$ cat config.mk
export PLATFORM = sky130hd
export DESIGN_NAME = vram_arbiter
export DESIGN_NICKNAME = d
export VERILOG_FILES = /design/src/rtl/vram_arbiter.sv
export SDC_FILE = /design/constraint.sdc
export NUM_CORES = 1
export LEC_CHECK = 0
export ABC_AREA = 1
export CAP_MARGIN = 40
export CORE_AREA = 2 2 107 109
export DETAILED_ROUTE_END_ITERATION = 10
export DIE_AREA = 0 0 109 111
export PLACE_DENSITY = 0.58
export SLEW_MARGIN = 20
export SYNTH_ARGS = -nofsm -noshare
export SYNTH_HDL_FRONTEND = slang
export SYNTH_SLANG_ARGS = --single-unit
$ cat constraint.sdc
create_clock -name i_clk -period 3.1 [get_ports i_clk]
set_input_delay 0.62 -clock i_clk [delete_from_list [all_inputs] [get_ports i_clk]]
set_output_delay 0.62 -clock i_clk [all_outputs]
set_load 0.02 [all_outputs]
$ cat src/rtl/vram_arbiter.sv
// Shares the single 8-bit VRAM port between video fetch (fixed priority) and the CPU bus,
// with a bounded CPU wait. Define VRAM_ARB_STATS_EN to add grant/starvation counters.
module vram_arbiter #(
  parameter int AW       = 24,
  parameter int RD_LAT   = 2,
  parameter int MAX_WAIT = 8
) (
  input  logic          i_clk,
  input  logic          i_reset_n,
  input  logic          i_vid_req,
  input  logic [AW-1:0] i_vid_addr,
  output logic          o_vid_ack,
  output logic          o_vid_valid,
  output logic [7:0]    o_vid_data,
  input  logic          i_cpu_req,
  input  logic          i_cpu_we,
  input  logic [AW-1:0] i_cpu_addr,
  input  logic [7:0]    i_cpu_wdata,
  output logic          o_cpu_ack,
  output logic          o_cpu_valid,
  output logic [7:0]    o_cpu_rdata,
  output logic          o_vram_cs,
  output logic          o_vram_we,
  output logic [AW-1:0] o_vram_addr,
  output logic [7:0]    o_vram_wdata,
  input  logic [7:0]    i_vram_data
`ifdef VRAM_ARB_STATS_EN
  ,
  input  logic          i_stat_clr,
  output logic [15:0]   o_stat_vid_cnt,
  output logic [15:0]   o_stat_cpu_cnt,
  output logic [15:0]   o_stat_starve_cnt
`endif
);

  typedef enum logic [1:0] {S_IDLE, S_ACCESS, S_RDWAIT} state_t;

  localparam logic [7:0] MAX_W    = 8'(MAX_WAIT);
  localparam logic [2:0] LAT_INIT = 3'((RD_LAT >= 2) ? (RD_LAT - 2) : 0);

  logic [1:0]    r_rst_sync;
  logic          w_rst_n;
  state_t        r_state, w_state_nxt;
  logic [2:0]    r_lat_cnt;
  logic [7:0]    r_wait_cnt, w_wait_eff;
  logic          r_pend_vid, r_pend_cpu;
  logic          w_can_grant, w_gnt_vid, w_gnt_cpu, w_sample;
  logic          r_vram_cs, r_vram_we, r_vid_ack, r_cpu_ack, r_vid_valid, r_cpu_valid;
  logic [AW-1:0] r_vram_addr;
  logic [7:0]    r_vram_wdata, r_vid_data, r_cpu_rdata;

  always_ff @(posedge i_clk or negedge i_reset_n) begin
    if (!i_reset_n) r_rst_sync <= 2'b00;
    else            r_rst_sync <= {r_rst_sync[0], 1'b1};
  end
  assign w_rst_n = r_rst_sync[1];

  // A new grant can be issued from IDLE or straight out of a write access (back-to-back);
  // the requester sees ack and must present its next request (or drop req) in that cycle.
  assign w_can_grant = (r_state == S_IDLE) || ((r_state == S_ACCESS) && r_vram_we);
  // wait_cnt clears one cycle after the CPU ack, so mask it in the ack cycle itself.
  assign w_wait_eff  = r_cpu_ack ? 8'd0 : r_wait_cnt;
  assign w_gnt_vid   = w_can_grant && i_vid_req && (!i_cpu_req || (w_wait_eff < MAX_W));
  assign w_gnt_cpu   = w_can_grant && !w_gnt_vid && i_cpu_req;
  assign w_sample    = (r_state == S_IDLE) && (r_pend_vid || r_pend_cpu);

  always_ff @(posedge i_clk or negedge w_rst_n) begin
    if (!w_rst_n) r_state <= S_IDLE;
    else          r_state <= w_state_nxt;
  end

  always_comb begin
    w_state_nxt = r_state;
    case (r_state)
      S_IDLE:   if (w_gnt_vid || w_gnt_cpu) w_state_nxt = S_ACCESS;
      S_ACCESS: begin
        if (!r_vram_we)                   w_state_nxt = (RD_LAT == 1) ? S_IDLE : S_RDWAIT;
        else if (w_gnt_vid || w_gnt_cpu) w_state_nxt = S_ACCESS;
        else                              w_state_nxt = S_IDLE;
      end
      S_RDWAIT: if (r_lat_cnt == 3'd0) w_state_nxt = S_IDLE;
      default:  w_state_nxt = S_IDLE;
    endcase
  end

  always_ff @(posedge i_clk or negedge w_rst_n) begin
    if (!w_rst_n) begin
      r_lat_cnt    <= 3'd0;
      r_wait_cnt   <= 8'd0;
      r_pend_vid   <= 1'b0;
      r_pend_cpu   <= 1'b0;
      r_vram_cs    <= 1'b0;
      r_vram_we    <= 1'b0;
      r_vid_ack    <= 1'b0;
      r_cpu_ack    <= 1'b0;
      r_vid_valid  <= 1'b0;
      r_cpu_valid  <= 1'b0;
      r_vram_addr  <= '0;
      r_vram_wdata <= 8'd0;
      r_vid_data   <= 8'd0;
      r_cpu_rdata  <= 8'd0;
    end else begin
      r_vram_cs <= w_gnt_vid || w_gnt_cpu;
      r_vram_we <= w_gnt_cpu && i_cpu_we;
      r_vid_ack <= w_gnt_vid;
      r_cpu_ack <= w_gnt_cpu;
      if (w_gnt_vid) begin
        r_vram_addr <= i_vid_addr;
      end else if (w_gnt_cpu) begin
        r_vram_addr <= i_cpu_addr;
        if (i_cpu_we) r_vram_wdata <= i_cpu_wdata;
      end

      if (r_state == S_ACCESS)                               r_lat_cnt <= LAT_INIT;
      else if ((r_state == S_RDWAIT) && (r_lat_cnt != 3'd0)) r_lat_cnt <= r_lat_cnt - 3'd1;

      if (r_cpu_ack || !i_cpu_req) r_wait_cnt <= 8'd0;
      else if (r_wait_cnt < MAX_W) r_wait_cnt <= r_wait_cnt + 8'd1;

      r_pend_vid <= w_gnt_vid ? 1'b1 : (w_sample ? 1'b0 : r_pend_vid);
      r_pend_cpu <= (w_gnt_cpu && !i_cpu_we) ? 1'b1 : (w_sample ? 1'b0 : r_pend_cpu);

      r_vid_valid <= w_sample && r_pend_vid;
      r_cpu_valid <= w_sample && r_pend_cpu;
      if (w_sample && r_pend_vid) r_vid_data  <= i_vram_data;
      if (w_sample && r_pend_cpu) r_cpu_rdata <= i_vram_data;
    end
  end

  assign o_vram_cs    = r_vram_cs;
  assign o_vram_we    = r_vram_we;
  assign o_vram_addr  = r_vram_addr;
  assign o_vram_wdata = r_vram_wdata;
  assign o_vid_ack    = r_vid_ack;
  assign o_cpu_ack    = r_cpu_ack;
  assign o_vid_valid  = r_vid_valid;
  assign o_cpu_valid  = r_cpu_valid;
  assign o_vid_data   = r_vid_data;
  assign o_cpu_rdata  = r_cpu_rdata;

`ifdef VRAM_ARB_STATS_EN
  logic [15:0] r_stat_vid, r_stat_cpu, r_stat_starve;

  // Starvation counts only CPU grants that actually beat a waiting video request.
  always_ff @(posedge i_clk or negedge w_rst_n) begin
    if (!w_rst_n) begin
      r_stat_vid    <= 16'd0;
      r_stat_cpu    <= 16'd0;
      r_stat_starve <= 16'd0;
    end else if (i_stat_clr) begin
      r_stat_vid    <= 16'd0;
      r_stat_cpu    <= 16'd0;
      r_stat_starve <= 16'd0;
    end else begin
      if (w_gnt_vid) r_stat_vid <= r_stat_vid + 16'd1;
      if (w_gnt_cpu) r_stat_cpu <= r_stat_cpu + 16'd1;
      if (w_gnt_cpu && i_vid_req && (w_wait_eff == MAX_W)) r_stat_starve <= r_stat_starve + 16'd1;
    end
  end

  assign o_stat_vid_cnt    = r_stat_vid;
  assign o_stat_cpu_cnt    = r_stat_cpu;
  assign o_stat_starve_cnt = r_stat_starve;
`endif

endmodule

==> key figures, run 1 <==
STA
  • Least setup slack across all paths after layout: 1100 ps
  • Worst-case clock skew: 8.76 ps
  • Final-layout setup total negative slack: 0 ps
  • Min Tclk post-route: 2000 ps
  • Part of the cycle the worst path needs: 64.5%
  • Headroom to the max-slew limit: 61.5%
  • Transition at the pin with the smallest max-transition slack: 578 ps
  • Max frequency: 500 MHz
  • Number of setup violations in the final report: 0
  • Number of failing hold endpoints at the final stage: 0
  • RSZ-0062 raised after global routing: false
  • Max Transition Viols Final: 0

Setup path
  • Reg-to-reg slack, setup: 1450 ps
  • Number of buffers and inverters on the critical path: 1
  • Destination of the critical timing path: o_cpu_ack
  • Category of the critical setup timing path: register to primary output
  • Stages on the worst setup path: 1
  • Ordered cell list for the critical path: clkdlybuf4s50_1
  • Depth of the worst register-to-register path: 8
  • Start of the worst register-to-register path: o_vram_we
  • Kind of launch point of the worst setup path: register
  • CP max stage delay: 660 ps
  • Worst path required time: 2480 ps
  • Cell family with most CP delay: buffers and inverters
  • Cell with the biggest individual delay on the critical path: clkdlybuf4s50_1
  • Crit-path max FO: 2
  • Arrival time at the worst endpoint: 1380 ps
  • Worst setup startpoint: o_cpu_ack
  • Category of the worst setup path capture point: primary output
  • Worst flop-to-flop path endpoint: o_vram_addr[20]

Finish
  • Fin util: 43.3%
  • Fraction of layout instances using a drive strength above 1: 12.8%
  • Final non-filler cell total: 589
  • Diodes inserted: 0
  • Final net count: 513
  • Area growth from synthesis to final layout: 50.1%

Status
  • Run status: finished clean

Placed design
  • Global placement routability congestion: 0.752
  • Detailed placement HPWL: 5470 um
  • Worst slack, placed: 787 ps
  • Post-placement cell count: 573
  • Count of buffers from port buffering: 122

Synth
  • Synthesized Nets: 394
  • Number of synthesized register bits: 71
  • Number of synthesis warnings: 0
  • Portion of synthesized cell area occupied by the leading cell type: 55.6%
  • Netlist area before placement: 0.00320 mm2
  • Count of different cell masters after synthesis: 28
  • Cell types with the largest area share after synthesis: dfrtp_1 (56%), nand3_1 (11%), nand2_1 (6.5%), nand2_4 (3.9%), nand3_2 (3.1%)
  • Yosys top cell by area: dfrtp_1
  • Post-synthesis instance total: 322
  • Syn_area_per_cell: 9.93 um2
  • Proportion of synthesized chip area in sequential cells: 55.6%

Floorplanning
  • Standard cell core area: 0.0111 mm2
  • Effective utilization at floorplan: 28.9%
  • Number of ports placed on the die boundary: 123
  • Horiz. Die Dim: 109 um
  • Floorplan die height: 111 um
  • Die Footprint: 0.0121 mm2
  • Row count: 39

Power
  • Leakage power: 2.24 nW
  • Switching share of power: 38.6%
  • Switching power: 0.00182 W
  • Combinational share of power: 45.1%
  • Pwr Total: 0.00472 W
  • Cell internal power dissipation: 0.00290 W
  • Share of total power in the clock network: 22.2%
  • Worst vdd ir: 0.432 mV
  • Cell area power density: 985 mW/mm2
  • Register share of total power: 32.7%

Clock network
  • Number of buffers on the longest clock path: 2
  • Clock sink total: 71
  • CTS HTree Levels: 3
  • Number of clock buffers inserted by TritonCTS: 9
  • Root buf cell: clkbuf_16
  • Latest clock arrival within the worst-skew pair: 320 ps
  • Post-CTS clock slew at the launch and capture registers of the worst setup and hold paths: 60 ps
  • # hold bufs at CTS: 0
  • Buffers inserted during post-CTS setup optimization: 0
  • Clock tree from TritonCTS: done
  • Post_cts resized: 0

GRT
  • Maximum number of pins on one net before global-route repair: 63
  • Initial antenna violation count: 0
  • Number of global-route vias before repair: 2,704
  • Final global-route overflow total: 0
  • Wire length of the first global-routing pass: 12,900 um
  • Overall track demand over capacity in global routing: 13.4%

Drt
  • Number of violations reported at the end of detailed-routing iteration 0: 84
  • Count of vias placed by the detailed router: 2,613
  • Via density per instance: 4.44
  • Routed length per instance: 13.1 um
  • Number of nets with antenna violations after routing: 0
  • Total wire length: 7730 um
  • Number of remaining DRC errors: 0
  • Number of detailed-route iterations in the first pass: 4

Run
  • Max-cap viol count: 0

Min path
  • Worst hold-check path type: register to async pin
-- worst min path at each step --
stage | to | slack, ps | startpoint
floorplan | r_rst_sync[0] | 320 | i_reset_n
detailed placement | o_vram_addr[13] | 300 | r_rst_sync[1]
CTS | o_vram_addr[14] | 300 | r_rst_sync[1]
global placement | o_vram_cs | 280 | r_rst_sync[1]
global route | o_vram_cs | 330 | r_rst_sync[1]
finish | o_vram_addr[14] | 270 | r_rst_sync[1]
-- layer usage --
| metal | GRT usage [%] | wire (um) | vias to the layer above | part of all wire (%) |
|---|---|---|---|---|
| li1 | - | - | 1296 | - |
| met5 | 0 | 0 | - | 0 |
| met2 | 21.9 | 3740 | 89 | 48 |
| met1 | 16.9 | 3320 | 1219 | 43 |
| met3 | 3.64 | 561 | 9 | 7.3 |
| met4 | 4.27 | 104 | 0 | 1.3 |
-- sequential cells by signal (all words and copies together), names as in the netlist, 2 cells and up --
| register | flops |
|---|---|
| r_state | 2 |
| o_vram_addr | 24 |
| r_rst_sync | 2 |
| o_vid_data | 8 |
| r_wait_cnt | 8 |
| r_lat_cnt | 3 |
| o_vram_wdata | 8 |
| o_cpu_rdata | 8 |
-- metrics by stage --
step | hold WS [ps] | cell area [um2]
2_1_floorplan | 324 | 3200
3_3_place_gp | 280 | 4490
3_5_place_dp | 299 | 4490
4_1_cts | 298 | 4800
5_1_grt | 328 | 4800
6_report | 267 | 4800
-- cell type report --
class / count / area, um2
Clock buffer: 10 / 239
Inverter: 33 / 129
Fill cell: 1095 / 6280
Clock inverter: 6 / 67.6
Timing Repair Buffer: 124 / 1250
Sequential cell: 71 / 1780
Tap cell: 143 / 179
Multi-Input combinational cell: 202 / 1160
-- logic make-up (layout without fill, tap and decap cells) --
logic type / after synthesis / after routing / share of synthesized area, %
simple gates: 171 / 171 / 30.4
flops: 71 / 71 / 55.6
buf+inv: 49 / 173 / 8.22
compound gates: 25 / 25 / 3.99
fa+ha+maj: 3 / 3 / 1.17
xor+xnor: 2 / 2 / 0.548
other cells: 1 / 1 / 0.117
-- power groups by stage --
stage / logic [W] / registers, W / clock network, W
detailed placement: 0.00216 / 0.00156 / 0
global route: 0.00234 / 0.00160 / 0.00112
finish: 0.00213 / 0.00155 / 0.00105
floorplan: 0.000893 / 0.00194 / 0
CTS: 0.00217 / 0.00155 / 0.00108
global placement: 0.00213 / 0.00156 / 0
-- synthesized netlist by cell type, drive strengths merged --
| cell type | number |
|---|---|
| a21oi | 1 |
| buf | 16 |
| conb | 1 |
| dfrtp | 71 |
| ha | 3 |
| inv | 33 |
| nand2 | 67 |
| nand3 | 81 |
| nand4 | 9 |
| nor2 | 14 |
| o21ai | 23 |
| o31ai | 1 |
| xnor2 | 1 |
| xor2 | 1 |
-- layout by cell type, fill, tap and decap left out, drive strengths merged, types with 2 or more instances in the layout --
master | synthesis | routed
buf | 16 | 2
clkbuf | 0 | 10
o21ai | 23 | 23
ha | 3 | 3
dfrtp | 71 | 71
nand4 | 9 | 9
nand2 | 67 | 67
clkdlybuf4s50 | 0 | 122
inv | 33 | 35
nor2 | 14 | 14
nand3 | 81 | 81
clkinvlp | 0 | 2
No activity file was read; power rests on OpenSTA's default activity.
==> inputs of run 2 (changes only) <==
Clock period 3.1 ns to 1.9 ns, I/O delays scaled along.
==> run 2 against run 1 <==
Effect of this change: worst hold slack got worse by 55 ps; cell count up 1.2%; clock skew about the same; die area stayed put; cell area up 1.8%; sequential share of layout area fell by 0.65 points; non-clock buffer count is 7 higher; global-route usage increased by 0.13 points; clock-buffer cell count unchanged; flip-flop and latch count stayed put; combinational power grew 67%; critical path depth is the same; critical path type unchanged; largest cell class unchanged.
==> key figures, run 2 (synthesized netlist as in run 1, its figures left out) <==
Status
  • Run status: finished clean

Placed design
  • Global placement routability congestion: 0.722
  • Detailed placement HPWL: 5720 um
  • Count of buffers from port buffering: 122

Clock network
  • Clock tree from TritonCTS: done
  • Latest clock arrival within the worst-skew pair: 330 ps
  • Number of clock buffers inserted by TritonCTS: 9
  • Buffers inserted during post-CTS setup optimization: 0
  • Post_cts resized: 0
  • Post-CTS clock slew at the launch and capture registers of the worst setup and hold paths: 60 ps
  • Root buf cell: clkbuf_16
  • CTS HTree Levels: 3
  • # hold bufs at CTS: 0
  • Clock sink total: 71
  • Number of buffers on the longest clock path: 2

Setup path
  • Crit-path max FO: 2
  • Cell with the biggest individual delay on the critical path: clkdlybuf4s50_1
  • Ordered cell list for the critical path: clkdlybuf4s50_1
  • Kind of launch point of the worst setup path: register
  • Number of buffers and inverters on the critical path: 1
  • Worst path required time: 1520 ps
  • Start of the worst register-to-register path: o_vram_we
  • CP max stage delay: 640 ps
  • Reg-to-reg slack, setup: 460 ps
  • Cell family with most CP delay: buffers and inverters
  • Arrival time at the worst endpoint: 1370 ps
  • Worst setup startpoint: o_cpu_ack
  • Category of the worst setup path capture point: primary output
  • Category of the critical setup timing path: register to primary output

GRT
  • Final global-route overflow total: 0
  • Maximum number of pins on one net before global-route repair: 34
  • Number of global-route vias before repair: 2,754
  • Initial antenna violation count: 0
  • Wire length of the first global-routing pass: 13,000 um
  • Overall track demand over capacity in global routing: 13.5%

Run
  • Max-cap viol count: 0

Drt
  • Number of violations reported at the end of detailed-routing iteration 0: 127
  • Count of vias placed by the detailed router: 2,636
  • Via density per instance: 4.42
  • Routed length per instance: 13.0 um
  • Total wire length: 7720 um
  • Number of remaining DRC errors: 0
  • Number of detailed-route iterations in the first pass: 4
  • Number of nets with antenna violations after routing: 0

STA
  • Number of failing hold endpoints at the final stage: 0
  • Max Transition Viols Final: 0
  • Transition at the pin with the smallest max-transition slack: 577 ps
  • Part of the cycle the worst path needs: 92.3%
  • Max frequency: 570 MHz
  • Final-layout setup total negative slack: 0 ps
  • Number of setup violations in the final report: 0
  • Worst-case clock skew: 8.66 ps
  • Min Tclk post-route: 1750 ps
  • RSZ-0062 raised after global routing: false
  • Headroom to the max-slew limit: 61.6%

Finish
  • Highest-count cells in the layout ignoring fill and taps: clkdlybuf4s50_1 (122), nand3_1 (70), dfrtp_1 (70)
  • Combined flip-flop and latch cell area: 0.00178 mm2
  • Fraction of layout instances using a drive strength above 1: 14.1%
  • Diodes inserted: 0
  • Area taken by multi-input logic gates: 0.00116 mm2
  • Area growth from synthesis to final layout: 52.8%
  • Final net count: 520
  • Flip-flop count of the largest register after layout: 24
  • Most common library cell in the layout ignoring fill and taps: clkdlybuf4s50_1
  • Number of fill cells in the layout: 1,081

Power
  • Leakage power: 2.29 nW
  • Worst vdd ir: 0.687 mV
  • Cell area power density: 1610 mW/mm2
  • Pwr Total: 0.00784 W

Floorplanning
  • Floorplan die height: 111 um
  • Row count: 39
  • Standard cell core area: 0.0111 mm2
  • Die Footprint: 0.0121 mm2
  • Effective utilization at floorplan: 28.9%
  • Horiz. Die Dim: 109 um
  • Number of ports placed on the die boundary: 123

Min path
  • Worst hold-check path type: primary input to async pin
[run 2: cell count changes in the layout (fill, tap and decap cells not counted)]
cell        delta
clkinv_2       -1
buf_12         +2
inv_6          +1
buf_4          +5
inv_8          +1
clkinvlp_4     -1
[run 2: area by class of cell]
cell class                      instances  share of cell area [%]
Multi-Input combinational cell        202                    23.7
Tap cell                              143                    3.66
Inverter                               33                    2.64
Timing Repair Buffer                  131                    27.2
Sequential cell                        71                    36.4
Clock buffer                           10                    4.89
Clock inverter                          6                    1.54
[run 2: path summary, 6_finish.rpt]
kind,cells past startpoint,to
worst max-delay path,1,o_cpu_ack
worst min-delay path,1,r_rst_sync[0]
worst max register to register,8,o_vram_addr[23]
worst min register to register,0,o_vid_ack
max in group asynchronous,1,r_wait_cnt[3]
min in group i_clk,0,r_rst_sync[1]
[run 2: through the flow]
stage          cell area, um2  cells  hold WS [ps]  worst slack (ps)  util, %
4_1_cts                  4880    596           203               109     44.1
6_report                 4880    596           212               146     44.1
2_1_floorplan            3200    322          84.4               583        -
3_3_place_gp             4570    580           288               119     41.3
5_1_grt                  4880    596           205              80.0     44.1
3_5_place_dp             4570    580           298               103     41.3
[run 2: layer usage]
metal	up-vias	global-route usage (%)	share of wire (%)
li1	1307	-	-
met1	1233	17.2	43
met2	89	21.5	48
met3	7	3.82	7.4
met4	0	5.13	1.1
met5	-	0	0
[run 2: report_power, final]
part / switching (W) / total [W] / internal [W]
Combinational: 0.00196 / 0.00356 / 0.00160
Clock: 0.000670 / 0.00175 / 0.00108
Sequential: 0.000389 / 0.00253 / 0.00214
Total: 0.00302 / 0.00784 / 0.00482
==> patch 1, RTL diff (settings of run 1) <==
The 3 states of `state_t` get a one-hot encoding in 3 bits.
--- a/src/rtl/vram_arbiter.sv
+++ b/src/rtl/vram_arbiter.sv
@@ -33,7 +33,7 @@
 `endif
 );
 
-  typedef enum logic [1:0] {S_IDLE, S_ACCESS, S_RDWAIT} state_t;
+  typedef enum logic [2:0] {S_IDLE = 3'b001, S_ACCESS = 3'b010, S_RDWAIT = 3'b100} state_t;
 
   localparam logic [7:0] MAX_W    = 8'(MAX_WAIT);
   localparam logic [2:0] LAT_INIT = 3'((RD_LAT >= 2) ? (RD_LAT - 2) : 0);
Formal check against the unedited RTL: no difference found for any inputs over 10 cycles, from zero or initial values and one cycle with i_reset_n low; not proved beyond that.
==> patch 1 against run 1 <==
  * Synthesized area down 1.4%
  * Clock skew down 0.0035 ns
  * Critical endpoint unchanged
  * Worst hold slack worse by 0.028 ns
  * Critical path type unchanged
  * Largest cell class unchanged
  * Sequential cell count up 1
  * Wire length up 0.47%
  * Worst setup slack worse by 0.036 ns
  * Combinational power down 9.9%
  * Cell count up 1.5%
  * Power down 4.9%
  * Critical path depth unchanged
  * Clock power about the same
  * Largest power group unchanged
  * Synthesized cell count up 0.93%
  * Final area up 0.13%
==> patch 1: results <==
group,metric,value,unit
final_layout,multi_input_area,0.00112,sq mm
logic_synthesis,synthTopCellsByCount,"nand2_1 (107), dfrtp_1 (71), inv_1 (31)",
timing,fin_worst_skew,0.00531,ns
place,finalWeightedCongestion,0.736,
final_layout,drive_above_1_share,14.9,%
final_layout,design.seq.count,72,
logic_synthesis,syn-num-nets,397,
grt,grt_use_total,13.7,%
place,hpwl,5640,um
setup_path,critPathMaxStageDelay,0.64,ns
final_layout,nClkBuffers,12,
final_layout,num-nonclk-inverters,36,
final_layout,clk_share,6.38,%
status,status,"finished, final reports clean",
setup_path,r2r-end,"o_vram_addr[14]",
grt,grt_pass1_wl,12900,um
final_layout,multi_input_cells,209,
setup_path,r2r-start,"r_state[0]",
final_layout,sh_seq_area,37.6,%
final_layout,nFillCells,1078,
grt,grt_max_degree,48,
place,placed_cell_area,0.00450,sq mm
detailed_routing,via_per_inst,4.24,
grt,grt_pass1_vias,2670,
detailed_routing,first_iter_violations,112,
final_layout,buffer_area_share,26.0,%
clocking,post_cts_buffers,0,
logic_synthesis,synth-seq-area-share,57.2,%
logic_synthesis,synth.area.top_cells,"dfrtp_1 (56%), nand2_1 (13%), nand3_2 (6.7%), inv_1 (3.7%), o21ai_0 (3.7%)",
detailed_routing,drt-total-wl,7760,um
power,p_leak,2.31,nW
setup_path,path_max_fanout,2,
[patch 1: cell count changes after synthesis, moves of 4 or more]
cell            run 1  this run
nor2_1              6        11
nand2_4            11         2
o21ai_1            13         1
o21ai_0            10        23
inv_1              26        31
nand3_2            10        21
nand3_1            70        11
nand4_1             9         1
nand2_1            55       107
nand2_2             0        18
buf_4               6         2
nor2_2              5         0
buf_2               4         0
[patch 1: per-stage QoR]
step | total power [mW] | std cells | setup WS, ns | hold WS [ns] | utilization (%)
after CTS | 4.56 | 598 | 1.04 | 0.256 | 43.4
after detailed placement | 3.48 | 583 | 0.770 | 0.251 | 40.6
final | 4.49 | 598 | 1.06 | 0.239 | 43.4
after floorplan | 2.60 | 325 | 0.948 | 0.324 | -
after global placement | 3.43 | 582 | 0.857 | 0.340 | 40.4
after global routing | 4.80 | 598 | 0.987 | 0.279 | 43.4
[patch 1: power groups by stage]
stage | Combinational, mW | Clock (mW) | Sequential [mW]
after floorplan | 0.703 | 0 | 1.90
after global placement | 1.89 | 0 | 1.54
after detailed placement | 1.95 | 0 | 1.53
after CTS | 1.95 | 1.09 | 1.52
after global routing | 2.09 | 1.14 | 1.57
final | 1.92 | 1.05 | 1.52
[patch 1: kinds of logic (layout without fill, tap and decap cells)]
| family | after synthesis | count (layout) | synth area share [%] |
|---|---|---|---|
| buf+inv | 44 | 174 | 7.23 |
| xor+xnor | 1 | 1 | 0.278 |
| fa+ha+maj | 3 | 3 | 1.19 |
| other cells | 1 | 1 | 0.119 |
| flops | 72 | 72 | 57.2 |
| simple gates | 176 | 176 | 29.5 |
| compound gates | 28 | 28 | 4.49 |
[patch 1: layer usage]
metal | track usage (%) | routed length (um)
met5 | 0 | 0
met3 | 4.88 | 558
met2 | 20.8 | 3640
met4 | 4.70 | 100
met1 | 17.8 | 3470
==> patch 2, RTL diff (settings of run 1) <==
Without the edit above. Change the parameter `AW` from 24 to 36.
--- a/src/rtl/vram_arbiter.sv
+++ b/src/rtl/vram_arbiter.sv
@@ -1,7 +1,7 @@
 // Shares the single 8-bit VRAM port between video fetch (fixed priority) and the CPU bus,
 // with a bounded CPU wait. Define VRAM_ARB_STATS_EN to add grant/starvation counters.
 module vram_arbiter #(
-  parameter int AW       = 24,
+  parameter int AW       = 36,
   parameter int RD_LAT   = 2,
   parameter int MAX_WAIT = 8
 ) (
Interface: changed (resized i_cpu_addr, i_vid_addr and o_vram_addr); port bits go from 123 to 159. No check against the original RTL was run, so the function may have changed too.
==> patch 2 against run 1 <==
  * Wire length increased by 25%
  * Sequential power increased by 16%
  * Sequential cell count increased by 12
  * First-iteration DRC count rose by 71%
  * Die area unchanged
  * Register-to-register slack got worse by 0.07 ns
  * Cell count rose by 17%
  * Critical path type is now in -> reg
  * Worst setup slack worse by 0.091 ns
  * Critical path depth increased by 7
  * Final area is 16% higher
  * Synthesized area up 12%
  * Power increased by 16%
==> patch 2: results <==
group,metric,value,unit
status,status,"finished, final reports clean",
detailed_routing,routed-wl-met2,4660,um
final_layout,drive_above_1_share,7.17,%
detailed_routing,wl_met3,672,um
logic_synthesis,syn-num-nets,485,
place,place_ws,0.669,ns
logic_synthesis,synthTopCellsByCount,"nand3_1 (113), dfrtp_1 (83), nand2_1 (79)",
final_layout,fin_nets,635,
setup_path,rrSetupSlack,1.38,ns
detailed_routing,drt_first_pass_iters,6,
final_layout,design.seq.count,83,
logic_synthesis,synth.distinct_cells,23,
setup_path,arrival,2.35,ns
detailed_routing,wl_met1,4150,um
place,finalWeightedCongestion,0.801,
logic_synthesis,synth.area.top_cells,"dfrtp_1 (58%), nand3_1 (16%), nand2_1 (8.3%), o21ai_1 (2.5%), inv_1 (2.4%)",
detailed_routing,drt-total-wl,9680,um
timing,fin_ws,1.01,ns
power,intPower,3.37,mW
grt,grt_max_degree,45,
grt,grt_pass1_wl,16300,um
setup_path,critPathMaxStageDelay,0.47,ns
detailed_routing,via_per_inst,4.67,
grt,grt_use_total,17.0,%
final_layout,multi_input_area_share,22.1,%
power,ir_drop,0.517,mV
grt,grt_use_met1,22.3,%
timing,fin_worst_skew,0.0113,ns
place,portBuffers,158,
logic_synthesis,yosysMostFrequentCell,"nand3_1",
final_layout,largest_reg_flops,36,
timing,tightest_slew,0.675,ns
place,hpwl,7010,um
final_layout,buffer_area_share,29.4,%
final_layout,nFillCells,1036,
detailed_routing,first_iter_violations,144,
[patch 2: cell count changes after synthesis, moves of 2 or more]
cell	run 1	this run
nand2_1	55	79
nor2_1	6	10
o21ai_1	13	18
nand2_4	11	2
dfrtp_1	71	83
buf_2	4	15
nand3_1	70	113
nor2_2	5	3
a21oi_1	1	4
o21ai_0	10	5
nand3_2	10	2
buf_4	6	3
inv_1	26	23
[patch 2: stage by stage]
step	total power [mW]	hold slack (ns)	cell area, sq um	cells	utilization (%)
floorplan	3.20	0.324	3580	389	-
global placement	4.30	0.337	5220	670	47.1
detailed placement	4.33	0.329	5250	671	47.4
CTS	5.53	0.336	5580	687	50.4
global route	5.83	0.355	5580	687	50.4
finish	5.46	0.308	5580	687	50.4
[patch 2: kinds of logic after synthesis]
kind of cell | count (synthesis) | synth area share, %
XOR/XNOR | 1 | 0.245
AND/OR/NAND/NOR | 218 | 28.6
AO/OA/AOI/OAI | 28 | 4.30
other | 1 | 0.105
buffers and inverters | 55 | 7.72
adder cells (fa/ha/maj) | 3 | 1.05
flip-flops | 83 | 58.0
[patch 2: worst paths after layout]
kind | from | end | cells past startpoint
setup / recovery | i_cpu_req | o_vram_addr[30] | 8
hold / removal | r_rst_sync[1] | o_vid_data[6] | 0
setup reg to reg | o_cpu_ack | o_vram_addr[30] | 6
hold reg to reg | r_rst_sync[1] | o_vid_data[6] | 0
max in group asynchronous | r_rst_sync[1] | r_lat_cnt[2] | 1
min in group i_clk | r_rst_sync[0] | r_rst_sync[1] | 0
[patch 2: power groups by stage]
stage,registers (mW),clock network [mW],logic [mW]
after floorplan,2.28,0,0.919
after global placement,1.82,0,2.48
after global routing,1.85,1.25,2.73
after detailed placement,1.80,0,2.53
after CTS,1.80,1.20,2.53
final,1.80,1.17,2.50
